## src/rtl/gpu_hw_regs_write_arbiter_pkg.sv

```systemverilog
`default_nettype none
// ============================================================================
//  Module      : gpu_hw_regs_pkg
//  Description : Shared widths, window defaults and port-select encoding for
//                the GPU hardware register write arbiter.
//  Revision    : 1.0 - initial release
// ============================================================================
package gpu_hw_regs_pkg;

  localparam int ADDR_W = 20;
  localparam int DATA_W = 8;
  localparam int HW_REGS_SIZE_DEF = 8;
  localparam logic [ADDR_W-1:0] BASE_WRITE_ADDRESS_DEF = 20'h0;

  // Identifies which requester owns a grant; used for the round-robin memory.
  typedef enum logic {
    PORT_HOST = 1'b0,
    PORT_SCR  = 1'b1
  } port_e;

endpackage : gpu_hw_regs_pkg
`default_nettype wire

```

## src/rtl/gpu_hw_regs_write_arbiter_if.sv

```systemverilog
`default_nettype none
// ============================================================================
//  Module      : gpu_hw_regs_write_arbiter_if
//  Description : Requester handshakes, vblank and register-bank write bus.
//                master = requester/bank side, slave = arbiter side.
//  Revision    : 1.0 - initial release
// ============================================================================
interface gpu_hw_regs_write_arbiter_if;
  import gpu_hw_regs_pkg::*;

  logic              host_req;
  logic [ADDR_W-1:0] host_addr;
  logic [DATA_W-1:0] host_data;
  logic              host_ack;
  logic              scr_req;
  logic [ADDR_W-1:0] scr_addr;
  logic [DATA_W-1:0] scr_data;
  logic              scr_ack;
  logic              vblank;
  logic              we;
  logic [ADDR_W-1:0] addr_out;
  logic [DATA_W-1:0] data_out;
  logic [7:0]        drop_cnt;

  modport master (
    output host_req, host_addr, host_data, scr_req, scr_addr, scr_data, vblank,
    input  host_ack, scr_ack, we, addr_out, data_out, drop_cnt
  );

  modport slave (
    input  host_req, host_addr, host_data, scr_req, scr_addr, scr_data, vblank,
    output host_ack, scr_ack, we, addr_out, data_out, drop_cnt
  );

endinterface : gpu_hw_regs_write_arbiter_if
`default_nettype wire

```

## src/rtl/gpu_hw_regs_write_arbiter_pick2.sv

```systemverilog
`default_nettype none
// ============================================================================
//  Module      : gpu_rr_pick2
//  Description : Combinational two-way round-robin picker. Bit 0 = host,
//                bit 1 = script. On a tie the port not granted last wins.
//  Revision    : 1.0 - initial release
// ============================================================================
module gpu_rr_pick2
  import gpu_hw_regs_pkg::*;
(
  input  wire logic [1:0] eligible,
  input  port_e           last,
  output logic      [1:0] grant
);

  // One-hot grant: pass through a single requester, alternate on a tie.
  always_comb begin
    grant = 2'b00;
    if (eligible == 2'b11) begin
      grant = (last == PORT_HOST) ? 2'b10 : 2'b01;
    end else begin
      grant = eligible;
    end
  end

endmodule : gpu_rr_pick2
`default_nettype wire

```

## src/rtl/gpu_hw_regs_write_arbiter.sv

```systemverilog
`default_nettype none
// ============================================================================
//  Module      : gpu_hw_regs_write_arbiter
//  Description : Shares the register-bank write port between the host bus and
//                the script engine. Round-robin, vblank-gated script writes,
//                address window filter with saturating drop counter. All
//                outputs registered.
//  Revision    : 1.0 - initial release
// ============================================================================
module gpu_hw_regs_write_arbiter
  import gpu_hw_regs_pkg::*;
#(
  parameter int                HW_REGS_SIZE       = HW_REGS_SIZE_DEF,
  parameter logic [ADDR_W-1:0] BASE_WRITE_ADDRESS = BASE_WRITE_ADDRESS_DEF,
  parameter bit                SCR_VBLANK_ONLY    = 1'b1
) (
  input  wire logic                        clk,
  input  wire logic                        rst_n,
  gpu_hw_regs_write_arbiter_if.slave       bus
);

  logic              we_q,       we_d;
  logic              host_ack_q, host_ack_d;
  logic              scr_ack_q,  scr_ack_d;
  logic [ADDR_W-1:0] addr_q,     addr_d;
  logic [DATA_W-1:0] data_q,     data_d;
  logic [7:0]        drop_q,     drop_d;
  port_e             last_q,     last_d;

  logic [1:0]        w_eligible;
  logic [1:0]        w_grant;
  logic [ADDR_W-1:0] w_sel_addr;
  logic [DATA_W-1:0] w_sel_data;
  logic              w_in_window;

  // A port whose ack is high this cycle is masked so one request gives one write.
  assign w_eligible[0] = bus.host_req & ~host_ack_q;
  assign w_eligible[1] = bus.scr_req  & ~scr_ack_q & (bus.vblank | ~SCR_VBLANK_ONLY);

  gpu_rr_pick2 u_pick (
    .eligible (w_eligible),
    .last     (last_q),
    .grant    (w_grant)
  );

  assign w_sel_addr  = w_grant[1] ? bus.scr_addr : bus.host_addr;
  assign w_sel_data  = w_grant[1] ? bus.scr_data : bus.host_data;
  assign w_in_window = (w_sel_addr[ADDR_W-1:HW_REGS_SIZE] ==
                        BASE_WRITE_ADDRESS[ADDR_W-1:HW_REGS_SIZE]);

  // Next-state: acknowledge the grant, then either write or count a drop.
  always_comb begin
    we_d       = 1'b0;
    host_ack_d = w_grant[0];
    scr_ack_d  = w_grant[1];
    addr_d     = addr_q;
    data_d     = data_q;
    drop_d     = drop_q;
    last_d     = last_q;
    if (w_grant != 2'b00) begin
      last_d = w_grant[1] ? PORT_SCR : PORT_HOST;
      if (w_in_window) begin
        we_d   = 1'b1;
        addr_d = w_sel_addr;
        data_d = w_sel_data;
      end else if (drop_q != 8'hFF) begin
        drop_d = drop_q + 8'd1;
      end
    end
  end

  // Output and round-robin registers; reset makes the host win the first tie.
  always_ff @(posedge clk or negedge rst_n) begin
    if (!rst_n) begin
      we_q       <= 1'b0;
      host_ack_q <= 1'b0;
      scr_ack_q  <= 1'b0;
      addr_q     <= '0;
      data_q     <= '0;
      drop_q     <= '0;
      last_q     <= PORT_SCR;
    end else begin
      we_q       <= we_d;
      host_ack_q <= host_ack_d;
      scr_ack_q  <= scr_ack_d;
      addr_q     <= addr_d;
      data_q     <= data_d;
      drop_q     <= drop_d;
      last_q     <= last_d;
    end
  end

  assign bus.we       = we_q;
  assign bus.host_ack = host_ack_q;
  assign bus.scr_ack  = scr_ack_q;
  assign bus.addr_out = addr_q;
  assign bus.data_out = data_q;
  assign bus.drop_cnt = drop_q;

endmodule : gpu_hw_regs_write_arbiter
`default_nettype wire

```

## src/flat_wrapper.sv

```systemverilog
// flat-port wrapper written by rule: the top's interface ports become plain ports
module gpu_hw_regs_write_arbiter_flat import gpu_hw_regs_pkg::*;
#(
  parameter int                HW_REGS_SIZE       = HW_REGS_SIZE_DEF,
  parameter logic [ADDR_W-1:0] BASE_WRITE_ADDRESS = BASE_WRITE_ADDRESS_DEF,
  parameter bit                SCR_VBLANK_ONLY    = 1'b1
)
  (clk, rst_n, bus_host_req, bus_host_addr, bus_host_data, bus_scr_req, bus_scr_addr, bus_scr_data, bus_vblank, bus_host_ack, bus_scr_ack, bus_we, bus_addr_out, bus_data_out, bus_drop_cnt);
  gpu_hw_regs_write_arbiter_if bus_i ();
  input  wire logic clk;
  input  wire logic rst_n;
  input wire logic [$bits(bus_i.host_req)-1:0] bus_host_req;
  input wire logic [$bits(bus_i.host_addr)-1:0] bus_host_addr;
  input wire logic [$bits(bus_i.host_data)-1:0] bus_host_data;
  input wire logic [$bits(bus_i.scr_req)-1:0] bus_scr_req;
  input wire logic [$bits(bus_i.scr_addr)-1:0] bus_scr_addr;
  input wire logic [$bits(bus_i.scr_data)-1:0] bus_scr_data;
  input wire logic [$bits(bus_i.vblank)-1:0] bus_vblank;
  output wire logic [$bits(bus_i.host_ack)-1:0] bus_host_ack;
  output wire logic [$bits(bus_i.scr_ack)-1:0] bus_scr_ack;
  output wire logic [$bits(bus_i.we)-1:0] bus_we;
  output wire logic [$bits(bus_i.addr_out)-1:0] bus_addr_out;
  output wire logic [$bits(bus_i.data_out)-1:0] bus_data_out;
  output wire logic [$bits(bus_i.drop_cnt)-1:0] bus_drop_cnt;
  assign bus_i.host_req = bus_host_req;
  assign bus_i.host_addr = bus_host_addr;
  assign bus_i.host_data = bus_host_data;
  assign bus_i.scr_req = bus_scr_req;
  assign bus_i.scr_addr = bus_scr_addr;
  assign bus_i.scr_data = bus_scr_data;
  assign bus_i.vblank = bus_vblank;
  assign bus_host_ack = bus_i.host_ack;
  assign bus_scr_ack = bus_i.scr_ack;
  assign bus_we = bus_i.we;
  assign bus_addr_out = bus_i.addr_out;
  assign bus_data_out = bus_i.data_out;
  assign bus_drop_cnt = bus_i.drop_cnt;
  gpu_hw_regs_write_arbiter #(.HW_REGS_SIZE(HW_REGS_SIZE), .BASE_WRITE_ADDRESS(BASE_WRITE_ADDRESS), .SCR_VBLANK_ONLY(SCR_VBLANK_ONLY)) u_core (.clk(clk), .rst_n(rst_n), .bus(bus_i));
endmodule
```

## config.mk

```make
export PLATFORM = sky130hd
export DESIGN_NAME = gpu_hw_regs_write_arbiter_flat
export DESIGN_NICKNAME = d
export VERILOG_FILES = /design/src/rtl/gpu_hw_regs_write_arbiter_pkg.sv /design/src/rtl/gpu_hw_regs_write_arbiter_if.sv /design/src/rtl/gpu_hw_regs_write_arbiter_pick2.sv /design/src/rtl/gpu_hw_regs_write_arbiter.sv /design/src/flat_wrapper.sv
export SDC_FILE = /design/constraint.sdc
export NUM_CORES = 1
export LEC_CHECK = 0
export BUFFER_PORTS_ARGS = -buffer_cell sky130_fd_sc_hd__buf_2
export CAP_MARGIN = 30
export CORE_MARGIN = 5
export CORE_UTILIZATION = 40
export CTS_BUF_LIST = sky130_fd_sc_hd__clkbuf_4 sky130_fd_sc_hd__clkbuf_8 sky130_fd_sc_hd__clkbuf_16
export CTS_CLUSTER_SIZE = 14
export DETAILED_ROUTE_END_ITERATION = 16
export PLACE_DENSITY = 0.75
export SETUP_SLACK_MARGIN = 0.02
export SLEW_MARGIN = 0
export SYNTH_ARGS = -nofsm -noshare
export SYNTH_HDL_FRONTEND = slang
export SYNTH_SLANG_ARGS = --single-unit
```

## constraint.sdc

```tcl
create_clock -name clk -period 2.1 [get_ports clk]
set_input_delay 0.105 -clock clk [delete_from_list [all_inputs] [get_ports clk]]
set_output_delay 0.105 -clock clk [all_outputs]
set_load 0.02 [all_outputs]
```

======== Yosys cells after proc, flatten, opt, wreduce, memory -nomap -nowiden ========
Index checks and enable logic that the tools add are counted.
W data, S select, Z words.
word-level totals
  bits in registers ....................... 40
  word-level logic and storage cells ...... 27
  output and inout port bits .............. 39
cells by class
  equal/unequal tests ..................... 2
  mux-type cells .......................... 7
  reductions and logical operators ........ 4
  bitwise logic cells ..................... 6
  $add $sub $neg .......................... 1
operator list
  operator               number
  $mux W20               1
  $logic_not A12 Y1      1
  $add A8 B1 Y8 const B  1
  $mux W8                1
  $ne A8 B8 Y1 const B   1
  $mux W2                2
  $and A1 B1 Y1          3
  $mux W1                3
  $not A1 Y1             3
  $reduce_and A3 Y1      1
  $eq A2 B2 Y1 const B   1
  $reduce_and A2 Y1      1
  $reduce_bool A2 Y1     1

======== Depth between registers and ports, before layout ========
  depth in word-level cells ............... 9
  mapped depth ............................ 7
  gate-level depth less buffers ........... 5

======== By module ========
Synthesis repeated with hierarchy kept, for this count alone.
second synthesis, totals
  cells, all modules ...................... 161
  area total of the unflattened synthesis .. 1816.7 sq um
by module, submodules not included
  module                     area an instance (sq um)  cells each  instances
  gpu_hw_regs_write_arbiter  1798.0                    158         1
  gpu_rr_pick2               18.8                      3           1

======== Worst setup path before layout ========
No wires, ideal clock.
  path type ............................... flip-flop to flip-flop
  start point ............................. register u_core.host_ack_q, in the netlist u_core.bus.host_ack
  end point ............................... register u_core.addr_q[0], in the netlist u_core.bus.addr_out[0]
  arrival time ............................ 1559 ps
  clock period less this slack ............ 1682 ps
  setup slack ............................. 418 ps
  cell stages (with the launch flop) ...... 8
  cells stage by stage .................... dfrtp_1 > inv_1 > a311oi_2 > nand4_1 > clkbuf_1 > clkbuf_1 > o22ai_1 > a21oi_2
on the way
  longest elaborated chain between the ends .. 7
  elaborated cells on any way between the ends .. 8
ends and longest elaborated chain
  what                              line                                   RTL
  from (decl)                       gpu_hw_regs_write_arbiter.sv:23        logic host_ack_q, host_ack_d;
  from (signal assigned)            gpu_hw_regs_write_arbiter.sv:84        host_ack_q <= host_ack_d;
  $not A1 Y1 *                      gpu_hw_regs_write_arbiter.sv:37        assign w_eligible[0] = bus.host_req & ~host_ack_q;
  $and A1 B1 Y1 *                   gpu_hw_regs_write_arbiter.sv:37
  $eq A2 B2 Y1 *                    gpu_hw_regs_write_arbiter_pick2.sv:19  if (eligible == 2'b11) begin
  $mux W2 *                         gpu_hw_regs_write_arbiter_pick2.sv:19
  named net u_core.u_pick.grant[1]  gpu_hw_regs_write_arbiter_pick2.sv:13  output logic [1:0] grant
  $mux W20                          gpu_hw_regs_write_arbiter.sv:46        assign w_sel_addr = w_grant[1] ? bus.scr_addr : bus.host_addr;
  $logic_not A12 Y1                 gpu_hw_regs_write_arbiter.sv:48        assign w_in_window = (w_sel_addr[ADDR_W-1:HW_REGS_SIZE] ==
  $reduce_and A2 Y1 (no line)       -
  to (signal assigned)              gpu_hw_regs_write_arbiter.sv:86        addr_q <= addr_d;
  to (decl)                         gpu_hw_regs_write_arbiter.sv:25        logic [ADDR_W-1:0] addr_q, addr_d;
Mark *: on every way through the listed nets, which the timed path passes. The rest lies on a longest branch.
A chain may end at the register's enable or synchronous reset.

======== Worst setup path after layout ========
  start point ............................. register u_core.scr_ack_q, in the netlist u_core.bus.scr_ack
  end point ............................... register u_core.drop_q[1], in the netlist u_core.bus.drop_cnt[1]
on the way
  elaborated cells on any way between the ends .. 10
RTL lines
  what                              line                                   RTL
  from (decl)                       gpu_hw_regs_write_arbiter.sv:24        logic scr_ack_q, scr_ack_d;
  from (signal assigned)            gpu_hw_regs_write_arbiter.sv:85        scr_ack_q <= scr_ack_d;
  $not A1 Y1                        gpu_hw_regs_write_arbiter.sv:38        assign w_eligible[1] = bus.scr_req & ~scr_ack_q & (bus.vblank | ~SCR_VBLANK_ONLY);
  $and A1 B1 Y1 (2 in a row)        gpu_hw_regs_write_arbiter.sv:38
  $eq A2 B2 Y1                      gpu_hw_regs_write_arbiter_pick2.sv:19
  $mux W2                           gpu_hw_regs_write_arbiter_pick2.sv:19
  named net u_core.u_pick.grant[0]  gpu_hw_regs_write_arbiter_pick2.sv:13
  $reduce_bool A2 Y1                gpu_hw_regs_write_arbiter.sv:60        if (w_grant != 2'b00) begin
  $reduce_and A3 Y1 (no line)       -
  to (signal assigned)              gpu_hw_regs_write_arbiter.sv:88        drop_q <= drop_d;
  to (decl)                         gpu_hw_regs_write_arbiter.sv:27        logic [7:0] drop_q, drop_d;
The timed path passes the listed nets, and every way through them passes these cells.

==> flow_metrics.tcl <==
set metrics [dict create \
    hpwl_mm 3.219 \
    p_per_area_nw_per_um2 837.0 \
    drv_cap 0 \
    yosysTopAreaCell "dfrtp_1" \
    synth_top_area_share_pct 57.69 \
    instances_no_fill 304 \
    synth-edff-count 0 \
    cpPeakStageDelay_ns 0.40 \
    initial_core_util_pct 41.69 \
    clk_pin_slew_ns 0.08 \
    remaining_drc_errors 0 \
    arrival_ns 1.90 \
    fp.dieH_um 75.03 \
    finalHoldViolations 0 \
    ys_top_cells_by_count "dfrtp_1, inv_1, o22ai_1" \
    critPathSlowestCell "dfrtp_1" \
    first_pass_iters 4 \
    globalRouteMet1Util_pct 17.34 \
    worst-endpoint-required_ns 2.26 \
    viasPerCell 4.796 \
    hold-worst-slack_ns 0.08807 \
    cts_made_buffers 5 \
    io-pin-count 100 \
    placementRows 23 \
    num_antenna_cells 0 \
    routabilityCongestion 0.7188 \
    cts_tree "done" \
    vdd_drop_max_v 0.0006693 \
    grt_pass1_wl_mm 6.403 \
    syn_area_per_cell_um2 11.13 \
    cts_buffer_depth 2 \
    met3_usage_pct 3.338 \
    yosysMostFrequentCell "dfrtp_1" \
    syn-cell-area_um2 1692 \
    setup_tns_ns 0 \
    grt_setup_unrepaired "false" \
    crit_type "register to register" \
    critical_path.most_common_cell "nor2_1" \
    numPortBuffers 99 \
    finalNetCount 315 \
    cts_root_buf "clkbuf_8" \
    syn_nets 214 \
    leakagePower_nw 1.307 \
    avgRoutedWirePerCell_um 13.59 \
    ys_warn_count 0 \
    drv_slew 0 \
    fin_crit_ns 1.740 \
    synth_ff_type "dfrtp_1" \
    drive_gt1_share_pct 48.82 \
    die_w_um 75.03 \
    clk_latency_ns 0.28 \
    first_global_vias 1448 \
    seq_area_um2 1002 \
    synth_cells 152 \
    top_usage_layer "met2" \
    antenna_found_initial 0 \
    slew_headroom_pct 44.36 \
    yosysSeqAreaShare_pct 59.25 \
    grt-ovfl-total 0 \
    grtUsageTotal_pct 15.02 \
    synth_cell_types 27 \
    use_met2_pct 26.69 \
    setup_viol 0 \
    crit_buf_inv 0 \
    cp-end-kind "register" \
    worst_slack_ns 0.3596 \
    cp-start-kind "register" \
    post-cts-setup-buffer-count 0 \
    area_growth_pct 38.61 \
    worstPathMaxFanout 7 \
    max_freq_mhz 574.6 \
    dieArea_um2 5630 \
    hp-class "input pin to register" \
    multi_input_area_um2 580.6 \
    fin_crit_sh_pct 82.87 \
    finalWirelength_mm 4.131 \
    grt_max_degree 41 \
    fin_skew_ns 0.006071 \
    core-area_um2 4058 \
    final_util_pct 57.79 \
    cp_cell_sequence "nor4bb_1 > nor2_1 > a22oi_2 > nor2_1 > mux2_2" \
    drt_iter0_markers 43 \
    dp_slack_ns 0.1657 \
    h-tree-depth 2 \
    synth-async-reset-ratio_pct 100.0 \
    num_vias 1458 \
    tightest_slew_ns 0.8347 \
    outcome "complete, no violations" \
    numClockSinks 40 \
    ys_ff_latch 40 \
    ant_nets 0 \
    path_delay_family "simple AND/OR/NAND/NOR gates" \
    synth_area_leaders "dfrtp_1, o22ai_1, a21oi_2" \
    dp_cells 295 \
    nFillCells 356 \
]
## per-stage QoR
step	total power [mW]	instance area (µm²)
after global placement	1.373	2222
after detailed placement	1.384	2222
final	1.963	2345
after global routing	2.074	2345
after floorplan	1.193	1692
after CTS	1.995	2344
## sequential cells by signal (all words and copies together), names as in the netlist
signal and cells:
u_core.bus.data_out 8, u_core.bus.scr_ack 1, u_core.bus.drop_cnt 8, u_core.bus.host_ack 1, u_core.bus.we 1, u_core.bus.addr_out 20
u_core.last_q 1
## where the power goes
| part | switching, mW | leakage, nW | internal (mW) |
|---|---|---|---|
| sequential | 0.0948 | 0.452 | 0.858 |
| combinational | 0.230 | 0.796 | 0.179 |
| clock | 0.236 | 0.0586 | 0.365 |
## routing by layer
layer  vias to the layer above  share of wire, %
li1                        738                 -
met1                       681                39
met2                        35                54
met3                         4               6.0
met4                         0               1.0
met5                         -                 0
## worst register-to-register path: stages, from the launching register on
cell      delay, ns
dfrtp_1        0.40
nor4bb_1       0.38
nor2_1         0.12
a22oi_2        0.32
nor2_1         0.13
mux2_2         0.28
## path summary, 6_finish.rpt
check	from	endpoint	slack, ns	cells past startpoint
setup reg to reg	u_core.bus.scr_ack$_DFF_PN0_	u_core.bus.drop_cnt[1]$_DFFE_PN0P_	0.36	5
min in group asynchronous	rst_n	u_core.bus.drop_cnt[6]$_DFFE_PN0P_	0.48	2
hold / removal	bus_host_addr[2]	u_core.bus.addr_out[2]$_DFFE_PN0P_	0.09	3
setup / recovery	u_core.bus.scr_ack$_DFF_PN0_	u_core.bus.drop_cnt[1]$_DFFE_PN0P_	0.36	5
max in group asynchronous	rst_n	u_core.bus.data_out[2]$_DFFE_PN0P_	1.10	2
hold reg to reg	u_core.bus.scr_ack$_DFF_PN0_	u_core.bus.scr_ack$_DFF_PN0_	0.50	1
## cells in the final DEF (no fill, tap or decap), types with 2 or more instances in the layout
cell,synthesis,routed
a21oi_1,7,7
a21oi_2,9,9
and3_1,12,12
buf_2,4,99
buf_4,0,2
clkbuf_8,0,5
dfrtp_1,39,39
inv_1,18,18
mux2_2,2,2
nand2_1,3,3
nand2b_1,2,2
nand3_1,5,5
nand4_1,2,2
nor2_1,3,3
nor3_1,3,3
nor4_1,8,8
o22ai_1,16,16
xor2_1,6,6
## kinds of logic (layout without fill, tap and decap cells)
family	count (synthesis)	after routing	share of synthesized area [%]
adder cells (fa/ha/maj)	1	1	0.7395
AND/OR/NAND/NOR	42	42	14.35
flip-flops	40	40	59.25
AO/OA/AOI/OAI	35	35	14.72
multiplexers	2	2	1.331
XOR/XNOR	6	6	3.106
buffers and inverters	26	128	6.509
## repair_timing
action                                  CTS  global route
hold buffers                              1             0
hold endpoints to repair                 39             0
resized for setup                         0             1
endpoints found under the setup margin    0             1
## final cells by class
class | count | area share [%]
timing repair buffer | 102 | 22.20
clock inverter | 2 | 1.494
sequential | 40 | 42.74
clock buffer | 6 | 3.255
multi-input combinational | 86 | 24.76
tap | 50 | 2.668
inverter | 18 | 2.882
No activity file was read; power rests on OpenSTA's default activity.
